===== src/rtl/wshb_stream_slave.sv =====
// Wishbone classic slave feeding a first-word-fall-through stream FIFO.
// Define STREAM_RTY_EN to retry full writes and count retries in status.
module wshb_stream_slave #(
  parameter  int DATA_BYTES = 4,
  parameter  int ADR_W      = 32,
  parameter  int DEPTH      = 16,
  localparam int DW         = 8 * DATA_BYTES,
  localparam int PW         = $clog2(DEPTH),
  localparam int LW         = PW + 1
) (
  input  logic                  sys_clk,
  input  logic                  sys_rst,
  input  logic                  cyc,
  input  logic                  stb,
  input  logic                  we,
  input  logic [ADR_W-1:0]      adr,
  input  logic [DW-1:0]         dat_ms,
  input  logic [DATA_BYTES-1:0] sel,
  output logic [DW-1:0]         dat_sm,
  output logic                  ack,
  output logic                  err,
  output logic                  rty,
  output logic                  out_valid,
  input  logic                  out_ready,
  output logic [ADR_W-1:0]      out_adr,
  output logic [DW-1:0]         out_dat,
  output logic [DATA_BYTES-1:0] out_sel,
  output logic [LW-1:0]         level
);

  logic                  r_ack;
  logic                  r_rty;
  logic [DW-1:0]         r_dat_sm;
  logic [PW-1:0]         r_wptr;
  logic [PW-1:0]         r_rptr;
  logic [LW-1:0]         r_level;
  logic [ADR_W-1:0]      r_mem_adr [DEPTH];
  logic [DW-1:0]         r_mem_dat [DEPTH];
  logic [DATA_BYTES-1:0] r_mem_sel [DEPTH];

  logic        w_req;
  logic        w_wr;
  logic        w_rd;
  logic        w_valid;
  logic        w_pop;
  logic        w_space;
  logic        w_sel_nz;
  logic        w_push;
  logic        w_ack_nxt;
  logic        w_rty_nxt;
  logic [15:0] w_rty_cnt;
  logic [31:0] w_status;

  // Termination cycles never sample a new request.
  assign w_req    = cyc & stb & ~r_ack & ~r_rty;
  assign w_wr     = w_req & we;
  assign w_rd     = w_req & ~we;
  assign w_valid  = (r_level != '0);
  assign w_pop    = w_valid & out_ready;
  assign w_space  = (r_level < LW'(DEPTH)) | w_pop;
  assign w_sel_nz = |sel;
  assign w_push   = w_wr & w_sel_nz & w_space;

  assign w_ack_nxt = w_rd | (w_wr & (~w_sel_nz | w_space));

`ifdef STREAM_RTY_EN
  logic [15:0] r_rty_cnt;

  assign w_rty_nxt = w_wr & w_sel_nz & ~w_space;
  assign w_rty_cnt = r_rty_cnt;

  // Read samples the old count and clears it on the same edge.
  always_ff @(posedge sys_clk or posedge sys_rst) begin
    if (sys_rst) begin
      r_rty_cnt <= '0;
    end else if (w_rd) begin
      r_rty_cnt <= '0;
    end else if (w_rty_nxt && (r_rty_cnt != 16'hFFFF)) begin
      r_rty_cnt <= r_rty_cnt + 16'd1;
    end
  end
`else
  assign w_rty_nxt = 1'b0;
  assign w_rty_cnt = '0;
`endif

  assign w_status = {w_rty_cnt, 16'(r_level)};

  always_ff @(posedge sys_clk or posedge sys_rst) begin
    if (sys_rst) begin
      r_ack    <= 1'b0;
      r_rty    <= 1'b0;
      r_dat_sm <= '0;
    end else begin
      r_ack <= w_ack_nxt;
      r_rty <= w_rty_nxt;
      if (w_rd) begin
        r_dat_sm <= DW'(w_status);
      end
    end
  end

  always_ff @(posedge sys_clk or posedge sys_rst) begin
    if (sys_rst) begin
      r_wptr  <= '0;
      r_rptr  <= '0;
      r_level <= '0;
    end else begin
      if (w_push) begin
        r_wptr <= r_wptr + PW'(1);
      end
      if (w_pop) begin
        r_rptr <= r_rptr + PW'(1);
      end
      unique case ({w_push, w_pop})
        2'b10:   r_level <= r_level + LW'(1);
        2'b01:   r_level <= r_level - LW'(1);
        default: r_level <= r_level;
      endcase
    end
  end

  always_ff @(posedge sys_clk) begin
    if (w_push) begin
      r_mem_adr[r_wptr] <= adr;
      r_mem_dat[r_wptr] <= dat_ms;
      r_mem_sel[r_wptr] <= sel;
    end
  end

  // Head is gated so an empty FIFO shows zeros, not stale storage.
  assign out_valid = w_valid;
  assign out_adr   = w_valid ? r_mem_adr[r_rptr] : '0;
  assign out_dat   = w_valid ? r_mem_dat[r_rptr] : '0;
  assign out_sel   = w_valid ? r_mem_sel[r_rptr] : '0;
  assign level     = r_level;

  assign ack    = r_ack;
  assign rty    = r_rty;
  assign err    = 1'b0;
  assign dat_sm = r_dat_sm;

endmodule


===== config.mk =====
export PLATFORM = sky130hd
export DESIGN_NAME = wshb_stream_slave
export DESIGN_NICKNAME = d
export VERILOG_FILES = /design/src/rtl/wshb_stream_slave.sv
export SDC_FILE = /design/constraint.sdc
export NUM_CORES = 1
export LEC_CHECK = 0
export BUFFER_PORTS_ARGS = -buffer_cell sky130_fd_sc_hd__buf_2
export CORE_ASPECT_RATIO = 1.5
export CORE_MARGIN = 3
export CORE_UTILIZATION = 44
export CTS_CLUSTER_DIAMETER = 30
export DETAILED_ROUTE_END_ITERATION = 7
export SETUP_SLACK_MARGIN = 0.05
export SLEW_MARGIN = 20
export SYNTH_ARGS = -nofsm -noshare
export SYNTH_HDL_FRONTEND = slang
export SYNTH_SLANG_ARGS = --single-unit

===== constraint.sdc =====
create_clock -name sys_clk -period 13.7 [get_ports sys_clk]
set_clock_uncertainty 0.05 [all_clocks]
set_input_delay 1.37 -clock sys_clk [delete_from_list [all_inputs] [get_ports sys_clk]]
set_output_delay 1.37 -clock sys_clk [all_outputs]
set_load 0.05 [all_outputs]

After elaboration in Yosys (flattened, before gate mapping)
Memories as Yosys holds them, arrays and structs flattened.
Index checks and enable logic that the tools add are counted.

word-level totals
  bits in registers = 19
  latch bits = 0
  RAM bits = 1088
  bits in read-only memories = 0
  bits of input ports = 74
  memories kept = 3

cells by class
  add/sub/neg operators = 4
  multiply operators = 0
  div/mod/pow operators = 0
  order comparisons = 1
  equality and inequality tests = 2
  shifts and indexed selects = 0
  multiplexer cells = 6
  bitwise logic cells = 14
  reductions and logical operators = 3

memories
  memory     words  width  read ports  clocked after Yosys merged registers in  write ports  RTL line  RTL
  r_mem_adr  16     32     1           0                                        1            37        logic [ADR_W-1:0] r_mem_adr [DEPTH];
  r_mem_dat  16     32     1           0                                        1            38        logic [DW-1:0] r_mem_dat [DEPTH];
  r_mem_sel  16     4      1           0                                        1            39        logic [DATA_BYTES-1:0] r_mem_sel [DEPTH];

operators by type and width
  operator             number
  $mux 32              2
  $pmux 5 s2           1
  $add 4x1->4 const B  2
  $and 1x1->1          8
  $add 5x1->5 const B  1
  $lt 5x5->1 const B   1
  $reduce_bool 5->1    1
  $sub 5x1->5 const B  1
  $mux 4               1
  $reduce_or 4->1      1
  $not 1->1            3
  $or 1x1->1           3
  $eq 2x1->1 const B   1
  $eq 2x2->1 const B   1
  $mux 1               2
  $reduce_bool 2->1    1

Logic depth before layout (Yosys ltp)
Gate-level depths: netlist (run 1).

  depth after elaboration = 7
  mapped depth = 12
  gate-level depth less buffers = 11

Least setup slack after synthesis (run 1)
No wires, ideal clock.

  path kind = input to register
  start = input sel[1]
  end = memory r_mem_adr[1][0] (enable)
  library setup time = 0.662 ns
  arrival = 8.471 ns
  data required time = 12.988 ns
  path slack = 4.517 ns
  stages on the path = 4
  path buffers = 0
  cell sequence = o41ai_1 nor3_2 inv_1 nor4_1

between the ends
  longest elaborated chain between the ends = 5

RTL lines
  what                          RTL line  RTL
  start, declared               18        input logic [DATA_BYTES-1:0] sel,
  $reduce_or 4->1               61        assign w_sel_nz = |sel;
  $and 1x1->1 (2 in series)     62        assign w_push = w_wr & w_sel_nz & w_space;
  $mux 1                        124       if (w_push) begin
  $mux 1 (implied by the code)  125       r_mem_adr[r_wptr] <= adr;
  end, declared                 37

Every way passes these cells.

Worst setup path in the final report (run 1)
  start = register r_rptr[0]
  end = output out_dat[29]

between the ends
  longest elaborated chain between the ends = 2

RTL lines
  what                    RTL line  RTL
  start, declared         35        logic [PW-1:0] r_rptr;
  start signal, assigned  113       r_rptr <= r_rptr + PW'(1);
  $mem_v2 16x32           -
  $mux 32                 134       assign out_dat = w_valid ? r_mem_dat[r_rptr] : '0;
  end, declared           26        output logic [DW-1:0] out_dat,

Every way passes these cells.

==> impl_metrics.csv, run 1 <==
group,metric,value,unit
cts,cts_sinks,1107,
logic_synthesis,synth_largest_area_cell,"edfxtp_1",
logic_synthesis,synth_edf_count,1088,
pwr,vdd_drop_max,171,µV
critical_path,critPathMaxStageDelay,0.83,ns
global_routing,grt_first_pass_wirelength,144000,µm
logic_synthesis,synth.distinct_cells,49,
sta,hold_violations,0,
sta,setup_violations,0,
cts,cts_buffers,151,
final_layout,drive_gt1_frac,0.326,
sta,worst_slew_pin_slew,1.07,ns
critical_path,critPathMaxFanout,53,
logic_synthesis,synth.most_common_cell,"edfxtp_1",
sta,timing.fmax,148,MHz
floorplanning,io_pins,183,
final_layout,syn2layout_area_growth,17.1,%
logic_synthesis,ys_async_sr_fraction,0.0172,
outcome,run_status,"complete, no violations",
cts,clkLatencyLatePin,0.73,ns
critical_path,required,12.28,ns
route,drt_wl_total,96800,µm
floorplanning,rows,139,
critical_path,crit_top_cell,"buf_4",
route,vias,20500,
cts,htree_levels,4,
place,gp_congestion,0.721,
critical_path,critical_path_class,"flip-flop to output pin",
logic_synthesis,seq_area_frac_synth,0.770,
route,drc,0,
global_routing,grt_pass1_vias,21800,
logic_synthesis,syn_area,43000,µm²
critical_path,worstPathCellList,"buf_4, buf_4, buf_4, mux4_2, nor2b_1, a211oi_1, nor3_1, buf_2",
floorplanning,die_w,261,µm
pwr,power_density,222,nW/µm²
floorplanning,start_util,0.447,
critical_path,critical_path_depth,8,
sta,fin_crit_sh,0.494,
cts,cts_setup_buffers,0,
cts,root_buffer,"clkbuf_16",
route,ant_nets,0,
cts,clk_pin_slew,0.05,ns
logic_synthesis,ys_ff_latch,1107,
sta,tns,0,ns
sta,drv_slew,0,
worst_hold_path,hp-class,"flip-flop to flip-flop",
critical_path,endpoint_kind,"output pin",
global_routing,grt_use_total,0.195,
logic_synthesis,synth_ff_type,"edfxtp_1",
final_layout,fin_nets,2291,
critical_path,crit_path_start_kind,"flip-flop",
sta,rsz0062_at_grt,"false",
flow_run,maxCapViolCount,0,
sta,slew_headroom,0.285,
floorplanning,die_area,102000,µm²
sta,min_period,6.77,ns
global_routing,antenna_found_initial,13,
place,numPortBuffers,153,
logic_synthesis,synthCells,1980,
cts,hold_buffers,0,
route,wire_per_inst,26.8,µm
route,drtIter0Drc,1603,
sta,whs,0.453,ns
critical_path,cp.arrival,5.35,ns
logic_synthesis,ys_top_cells_by_area,"edfxtp_1 76%, mux4_2 14%, dfrtp_1 1.1%",
critical_path,cp_num_buf_inv,4,
floorplanning,core_region_area,96300,µm²
floorplanning,die_h,389,µm
worst_hold_path,hold_depth,1,
cts,cts_max_path_buffers,3,
critical_path,slowest_stage,"buf_4",
cts,cts_tree,"yes",
logic_synthesis,syn_avg_cell_area,21.7,µm²
global_routing,grt_max_degree,143,
cts,cts_resized,0,
logic_synthesis,yosysWarnings,0,
global_routing,gr-total-overflow,0,
critical_path,cp_top_family,"buffers and inverters",
route,first_pass_iters,5,
logic_synthesis,synth_common_cells,"1,088 x edfxtp_1, 273 x mux4_2, 64 x nor3_1, 58 x buf_2, 57 x a211oi_1",
place,dp_hpwl,47200,µm
pwr,p_leak,16.4,nW
logic_synthesis,synth_top_area_share,0.759,
critical_path,worstRegToRegCells,5,
route,drt-vias-per-instance,5.67,
==> where the power goes <==
group          switching (mW)  internal, mW
logic                    2.01          1.22
registers               0.155          3.80
clock network            1.53          2.47
total                    3.69          7.50
==> cell families after synthesis <==
group / synth area share
other cells: 0.0000872
compound gates: 0.0149
simple gates: 0.0419
xor+xnor: 0.00204
fa+ha+maj: 0.00262
buf+inv: 0.0194
mux: 0.149
flops: 0.770
==> metrics by stage <==
stage               cell area, µm²  std cells  total power [mW]  utilization  setup slack [ns]
finish                       50400       3610              11.2        0.523              6.93
global route                 50400       3606              11.7        0.523              6.40
CTS                          50400       3606              11.3        0.523              6.69
detailed placement           45100       3324              7.33        0.468              7.51
global placement             45100       3324              7.30        0.468              7.60
floorplan                    43100       2008              6.57            -              4.52
==> cell usage in the layout, fill, tap and decap left out, types with 3 or more instances in the layout <==
cell type and instances:
inv_1 10, clkinv_4 14, conb_1 29, a21oi_1 3
mux4_2 273, and2_4 8, xor2_1 3, nand2_1 56
nor4_2 4, dfrtp_1 15, nor2_4 4, mux2i_1 17
clkinv_8 7, a221o_1 13, clkinv_2 17, diode_2 4
buf_2 153, dfrtp_4 4, inv_8 6, inv_6 23
clkinvlp_4 23, and3_1 53, nor3_1 64, a211oi_1 57
clkbuf_16 157, ha_1 9, nor2b_1 54, bufinv_16 18
xnor2_1 7, clkinv_1 11, nand3_1 3, buf_4 35
nor2_1 3, clkbuf_1 6, nand2b_1 52, mux2_2 7
nand3b_1 3, edfxtp_1 1088
==> layout make-up <==
| type | count | area [µm²] |
|---|---|---|
| clock buffer | 163 | 3950 |
| sequential | 1107 | 33200 |
| timing repair buffer | 191 | 1070 |
| antenna | 4 | 10.0 |
| clock inverter | 119 | 1350 |
| inverter | 11 | 41.3 |
| tap | 1269 | 1590 |
| fill | 7585 | 46000 |
| multi-input combinational | 746 | 9230 |
==> flip-flops by register name, summed over array words and instances, names as in the netlist <==
name	cells
r_mem_sel	64
r_mem_adr	512
r_rptr	4
level	5
dat_sm	5
r_wptr	4
ack	1
r_mem_dat	512
==> path summary, 6_finish.rpt <==
check,endpoint,slack [ns],from
worst max-delay path,out_dat[29],6.93,r_rptr[0]$_DFFE_PP0P_
worst min-delay path,dat_sm[0]$_DFFE_PP0P_,0.45,dat_sm[0]$_DFFE_PP0P_
worst max register to register,r_mem_adr[8][24]$_DFFE_PP_,9.66,level[4]$_DFFE_PP0P_
worst min register to register,dat_sm[0]$_DFFE_PP0P_,0.45,dat_sm[0]$_DFFE_PP0P_
max in group asynchronous,r_rptr[0]$_DFFE_PP0P_,12.30,sys_rst
min in group asynchronous,level[1]$_DFFE_PP0P_,0.72,sys_rst
==> layer usage <==
layer / up-vias / part of all wire / wire, µm / global-route usage
li1: 8680 / - / - / -
met1: 11000 / 0.41 / 40200 / 0.260
met2: 598 / 0.51 / 49400 / 0.326
met3: 149 / 0.056 / 5440 / 0.0413
met4: 8 / 0.018 / 1750 / 0.0511
met5: - / 0.00063 / 61 / 0
Power figures use the tool's default switching activity.
==> run 2, diff against run 1 <==
==> constraint.sdc (replaced) <==
create_clock -name sys_clk -period 5.85 [get_ports sys_clk]
set_clock_uncertainty 0.05 [all_clocks]
set_input_delay 0.585 -clock sys_clk [delete_from_list [all_inputs] [get_ports sys_clk]]
set_output_delay 0.585 -clock sys_clk [all_outputs]
set_load 0.05 [all_outputs]
==> impl_metrics.csv, run 2 (synthesis gave the netlist of run 1 again) <==
group,metric,value,unit
final_layout,largestRegisters,"r_mem_adr: 512 flops, r_mem_dat: 512 flops, r_mem_sel: 64 flops",
critical_path,critical_path_class,"flip-flop to output pin",
cts,clk_pin_slew,0.06,ns
pwr,p_int,17.1,mW
cts,cts_setup_buffers,0,
critical_path,slowest_stage,"dfrtp_4",
cts,cts_max_path_buffers,3,
pwr,pwr-share-seq,0.365,
pwr,vdd_drop_max,428,µV
pwr,p_leak,16.3,nW
flow_run,maxCapViolCount,0,
critical_path,worstRegToRegCells,11,
global_routing,grt_use_total,0.194,
final_layout,fin_nets,2296,
route,first_pass_iters,5,
sta,fin_crit_sh,0.761,
critical_path,worstPathCellList,"buf_12, mux4_2, nor2b_1, a211oi_1, nor3_1, buf_2",
cts,cts_tree,"yes",
cts,clkLatencyLatePin,0.74,ns
critical_path,required,5.22,ns
cts,root_buffer,"clkbuf_16",
sta,setup_violations,0,
pwr,pwr-share-comb,0.296,
critical_path,crit_path_start_kind,"flip-flop",
floorplanning,start_util,0.447,
final_layout,drive_gt1_frac,0.320,
place,numPortBuffers,153,
floorplanning,die_h,389,µm
cts,cts_resized,0,
global_routing,antenna_found_initial,9,
route,vias,20500,
sta,drv_slew,0,
route,ant_nets,0,
sta,min_period,4.45,ns
sta,slew_headroom,0.284,
final_layout,mostFrequentLayoutCell,"edfxtp_1",
global_routing,gr-total-overflow,0,
place,gp_congestion,0.737,
floorplanning,core_region_area,96300,µm²
cts,cts_buffers,146,
sta,hold_violations,0,
place,dp_hpwl,49900,µm
sta,timing.fmax,225,MHz
pwr,pwr-share-clk,0.339,
critical_path,cp.arrival,3.82,ns
critical_path,endpoint_kind,"output pin",
pwr,power_density,513,nW/µm²
global_routing,grt_first_pass_wirelength,144000,µm
route,drtIter0Drc,1698,
sta,rsz0062_at_grt,"false",
final_layout,layout_common_cells,"1,088 x edfxtp_1, 273 x mux4_2, 153 x buf_2, 148 x clkbuf_16, 64 x nor3_1",
route,drc,0,
route,drt-vias-per-instance,5.68,
pwr,p_sw_frac,0.337,
cts,cts_sinks,1107,
cts,htree_levels,4,
pwr,p_sw,8.68,mW
floorplanning,die_area,102000,µm²
route,wire_per_inst,26.6,µm
critical_path,critPathMaxFanout,81,
route,drt_wl_total,96000,µm
worst_hold_path,hold_depth,3,
pwr,total_power,25.7,mW
outcome,run_status,"complete, no violations",
global_routing,grt_max_degree,85,
final_layout,syn2layout_area_growth,16.7,%
floorplanning,die_w,261,µm
floorplanning,rows,139,
worst_hold_path,hp-class,"input port to flip-flop",
sta,worst_slew_pin_slew,1.07,ns
sta,whs,0.102,ns
global_routing,grt_pass1_vias,22100,
critical_path,critPathMaxStageDelay,1.04,ns
floorplanning,io_pins,183,
==> run 2: power by group through the flow <==
stage | sequential (mW) | clock (mW) | combinational (mW)
2_1_floorplan | 9.26 | 0 | 6.11
3_3_place_gp | 9.53 | 0 | 7.73
3_5_place_dp | 9.55 | 0 | 7.77
4_1_cts | 9.39 | 8.91 | 7.80
5_1_grt | 9.42 | 9.25 | 8.15
6_report | 9.38 | 8.72 | 7.63
==> run 2: through the flow <==
| step | setup TNS, ns | cells | instance area (µm²) | setup slack [ns] | util |
|---|---|---|---|---|---|
| 5_1_grt | 0 | 3606 | 50200 | 1.18 | 0.521 |
| 3_3_place_gp | 0 | 3332 | 45300 | 1.85 | 0.470 |
| 2_1_floorplan | -758.52 | 2008 | 43100 | -2.79 | - |
| 6_report | 0 | 3608 | 50200 | 1.40 | 0.521 |
| 4_1_cts | 0 | 3606 | 50200 | 1.21 | 0.521 |
| 3_5_place_dp | 0 | 3333 | 45300 | 1.74 | 0.470 |
==> run 2: area by class of cell <==
| type | instances | area, µm² |
|---|---|---|
| Antenna cell | 2 | 5.00 |
| Clock buffer | 168 | 3780 |
| Clock inverter | 104 | 1090 |
| Fill cell | 7605 | 46100 |
| Inverter | 11 | 41.3 |
| Multi-Input combinational cell | 746 | 9230 |
| Sequential cell | 1107 | 33200 |
| Tap cell | 1269 | 1590 |
| Timing Repair Buffer | 201 | 1310 |
==> run 2: path summary, 6_finish.rpt <==
| check | startpoint | endpoint | slack [ns] |
|---|---|---|---|
| worst max-delay path | r_rptr[2]$_DFFE_PP0P_ | out_adr[23] | 1.40 |
| worst min-delay path | out_ready | r_rptr[3]$_DFFE_PP0P_ | 0.10 |
| worst max register to register | level[1]$_DFFE_PP0P_ | level[4]$_DFFE_PP0P_ | 2.02 |
| worst min register to register | dat_sm[4]$_DFFE_PP0P_ | dat_sm[4]$_DFFE_PP0P_ | 0.45 |
| max in group asynchronous | sys_rst | r_rptr[0]$_DFFE_PP0P_ | 4.57 |
| min in group asynchronous | sys_rst | level[1]$_DFFE_PP0P_ | 0.52 |
==> run 2: worst max-delay path, delay by kind of cell (launching register included) <==
kind | cells | cell delay, ns
flip-flops | 1 | 1.04
buffers and inverters | 2 | 0.85
AND/OR/NAND/NOR | 2 | 0.68
multiplexers | 1 | 0.29
AO/OA/AOI/OAI | 1 | 0.07
==> run 2: timing repair <==
action / in CTS / in global routing
hold buffers: 1 / 0
endpoints found under the hold margin: 19 / 0
endpoints found under the setup margin: 0 / 0
==> run 2: routing by layer <==
metal  GRT usage  part of all wire
met5           0           0.00049
met4      0.0567             0.020
met3      0.0369             0.052
met2       0.326              0.51
met1       0.259              0.41
==> run 3, diff against run 2 <==
--- a/config.mk
+++ b/config.mk
@@ -5,6 +5,7 @@
 export SDC_FILE = /design/constraint.sdc
 export NUM_CORES = 1
 export LEC_CHECK = 0
+export ABC_AREA = 1
 export BUFFER_PORTS_ARGS = -buffer_cell sky130_fd_sc_hd__buf_2
 export CORE_ASPECT_RATIO = 1.5
 export CORE_MARGIN = 3
==> constraint.sdc (replaced) <==
create_clock -name sys_clk -period 4.5 [get_ports sys_clk]
set_clock_uncertainty 0.05 [all_clocks]
set_input_delay 0.45 -clock sys_clk [delete_from_list [all_inputs] [get_ports sys_clk]]
set_output_delay 0.45 -clock sys_clk [all_outputs]
set_load 0.05 [all_outputs]
==> impl_metrics.csv, run 3 <==
group,metric,value,unit
critical_path,cp-endpoint,"out_adr[21]",
logic_synthesis,synth.most_common_cell,"nand2_1",
critical_path,crit_path_start_kind,"flip-flop",
logic_synthesis,synth_largest_area_cell,"edfxtp_1",
worst_hold_path,hp-class,"input port to flip-flop",
final_layout,multi_input_area,10700,µm²
place,place_area,49400,µm²
cts,clkLatencyLatePin,0.73,ns
global_routing,antenna_found_initial,10,
critical_path,reg2reg_to,"r_mem_dat[3][18]$_DFFE_PP_",
critical_path,slowest_stage,"dfrtp_4",
final_layout,syn2layout_area_growth,17.4,%
global_routing,grt_use_total,0.222,
flow_run,maxCapViolCount,0,
logic_synthesis,synth_compound_area_frac,0.00849,
sta,min_period,4.13,ns
place,dp_hpwl,60700,µm
pwr,total_power,37.5,mW
critical_path,crit_top_cell,"nand2_1",
route,drc,0,
critical_path,r2r_start,"level[4]$_DFFE_PP0P_",
floorplanning,die_h,407,µm
route,ant_nets,0,
critical_path,critPathMaxFanout,94,
route,drt-vias-per-instance,5.09,
final_layout,nFillCells,9219,
logic_synthesis,synthCells,4421,
logic_synthesis,ys_top_cells_by_area,"edfxtp_1 69%, nand2_1 13%, nand3_1 7.3%",
critical_path,critical_path_depth,10,
logic_synthesis,synthAdderAreaFrac,0.00239,
pwr,power_density,677,nW/µm²
cts,cts_tree,"yes",
logic_synthesis,ys_async_sr_fraction,0.0172,
logic_synthesis,synth_edf_count,1088,
place,gp_congestion,0.745,
route,drt_wl_total,122000,µm
final_layout,fin_nets,4713,
sta,setup_violations,0,
final_layout,fin_area,55400,µm²
critical_path,critical_path_class,"flip-flop to output pin",
cts,clk_pin_slew,0.05,ns
final_layout,drive_gt1_frac,0.109,
final_layout,largestRegisters,"r_mem_adr: 512 flops, r_mem_dat: 512 flops, r_mem_sel: 64 flops",
route,drtIter0Drc,2771,
sta,fin_crit_sh,0.919,
logic_synthesis,yosys.area_share.simple,0.208,
global_routing,grt_first_pass_wirelength,186000,µm
logic_synthesis,synth_xor_area_frac,0.00186,
route,first_pass_iters,6,
pwr,vdd_drop_max,566,µV
worst_hold_path,hold_depth,3,
floorplanning,die_area,111000,µm²
critical_path,worstPathCellList,"inv_8, buf_12, buf_4, nand2_1, nand2_1, nand2_1, nand3_1, nand3_1, a21oi_1, buf_2",
critical_path,required,4.00,ns
critical_path,cp.arrival,3.63,ns
cts,cts_sinks,1107,
sta,timing.fmax,242,MHz
pwr,p_leak,23.0,nW
cts,root_buffer,"clkbuf_16",
critical_path,crit_path_start,"r_rptr[0]$_DFFE_PP0P_",
logic_synthesis,yosysWarnings,0,
outcome,run_status,"complete, no violations",
sta,whs,0.0455,ns
critical_path,timing.reg2reg.setup_slack,1.73,ns
sta,worst_slew_pin_slew,1.02,ns
critical_path,cp_num_buf_inv,4,
sta,drv_slew,0,
cts,cts_max_path_buffers,3,
logic_synthesis,synth_common_cells,"1,669 x nand2_1, 1,088 x edfxtp_1, 688 x nand3_1, 564 x inv_1, 119 x buf_2",
global_routing,grt_max_degree,170,
logic_synthesis,synthMuxAreaShare,0,
sta,hold_violations,0,
cts,cts_buffers,152,
cts,htree_levels,4,
floorplanning,die_w,273,µm
logic_synthesis,synth_top_area_share,0.693,
cts,hold_buffers,60,
final_layout,seqCellArea,33200,µm²
critical_path,critPathMaxStageDelay,0.71,ns
sta,slew_headroom,0.322,
cts,cts_resized,0,
logic_synthesis,ys_ff_latch,1107,
floorplanning,start_util,0.445,
critical_path,cp_top_family,"buffers and inverters",
floorplanning,core_region_area,106000,µm²
floorplanning,io_pins,183,
floorplanning,rows,146,
final_layout,mostFrequentLayoutCell,"nand2_1",
final_layout,layout_common_cells,"1,669 x nand2_1, 1,088 x edfxtp_1, 688 x nand3_1, 562 x inv_1, 156 x clkbuf_16",
logic_synthesis,syn_avg_cell_area,10.7,µm²
sta,rsz0062_at_grt,"false",
route,wire_per_inst,19.8,µm
logic_synthesis,synth_ff_type,"edfxtp_1",
logic_synthesis,syn_area,47200,µm²
cts,cts_setup_buffers,0,
logic_synthesis,synth_top_family_by_area,"simple AND/OR/NAND/NOR gates",
global_routing,gr-total-overflow,0,
place,numPortBuffers,153,
critical_path,worstRegToRegCells,7,
logic_synthesis,seq_area_frac_synth,0.703,
global_routing,grt_pass1_vias,31100,
critical_path,endpoint_kind,"output pin",
route,vias,31400,
logic_synthesis,synth.distinct_cells,25,
==> run 3: worst register-to-register path: stages, from the launching register on <==
cell and delay, ns:
dfrtp_1 0.41, inv_1 0.10, or2_2 0.12, nand2_1 0.05
nor2_2 0.34, nand3_1 0.32, nor2_4 0.16, buf_4 0.79
==> run 3: layout make-up <==
type	count	area share
Sequential cell	1107	0.599
Multi-Input combinational cell	2512	0.192
Clock buffer	169	0.0716
Timing Repair Buffer	290	0.0405
Inverter	567	0.0389
Tap cell	1406	0.0318
Clock inverter	111	0.0256
Antenna cell	6	0.000271
==> run 3: power breakdown <==
part           internal [mW]  total, mW  switching [mW]  leakage (nW)
Clock                   7.85       12.5            4.64          2.61
Combinational           3.26       13.1            9.82          10.3
Sequential              11.6       11.9           0.340          10.0
==> run 3: worst min path at each step <==
stage / slack (ns) / to / from
after floorplan: 0.35 / ack$_DFF_PP0_ / sys_rst
after global placement: 0.42 / dat_sm[0]$_DFFE_PP0P_ / dat_sm[0]$_DFFE_PP0P_
after detailed placement: 0.43 / dat_sm[0]$_DFFE_PP0P_ / dat_sm[0]$_DFFE_PP0P_
after CTS: 0.0007 / r_rptr[0]$_DFFE_PP0P_ / out_ready
after global routing: 0.03 / r_mem_dat[10][1]$_DFFE_PP_ / dat_ms[1]
final: 0.05 / r_rptr[0]$_DFFE_PP0P_ / out_ready
==> run 3: layer usage <==
metal | wire length, µm | GRT usage | vias up
li1 | - | - | 14900
met1 | 49400 | 0.275 | 15200
met2 | 61400 | 0.388 | 1066
met3 | 7710 | 0.0424 | 248
met4 | 3810 | 0.0771 | 4
met5 | 27 | 0 | -
==> run 3: cells by family after synthesis <==
logic type	count (synthesis)
and+or+nand+nor	2385
DFF	1107
buffers and inverters	830
AOI/OAI and AO/OA	79
xor gates and xnor gates	10
adders and majority gates	9
other	1
==> run 3: metrics by stage <==
stage / util / instances / setup TNS, ns / worst slack, ns
final: 0.523 / 6168 / 0 / 0.365
after global routing: 0.522 / 6165 / 0 / 0.169
after CTS: 0.522 / 6162 / 0 / 0.288
after detailed placement: 0.466 / 5822 / 0 / 1.12
after global placement: 0.466 / 5822 / 0 / 1.13
after floorplan: - / 4449 / -204.94 / -0.202
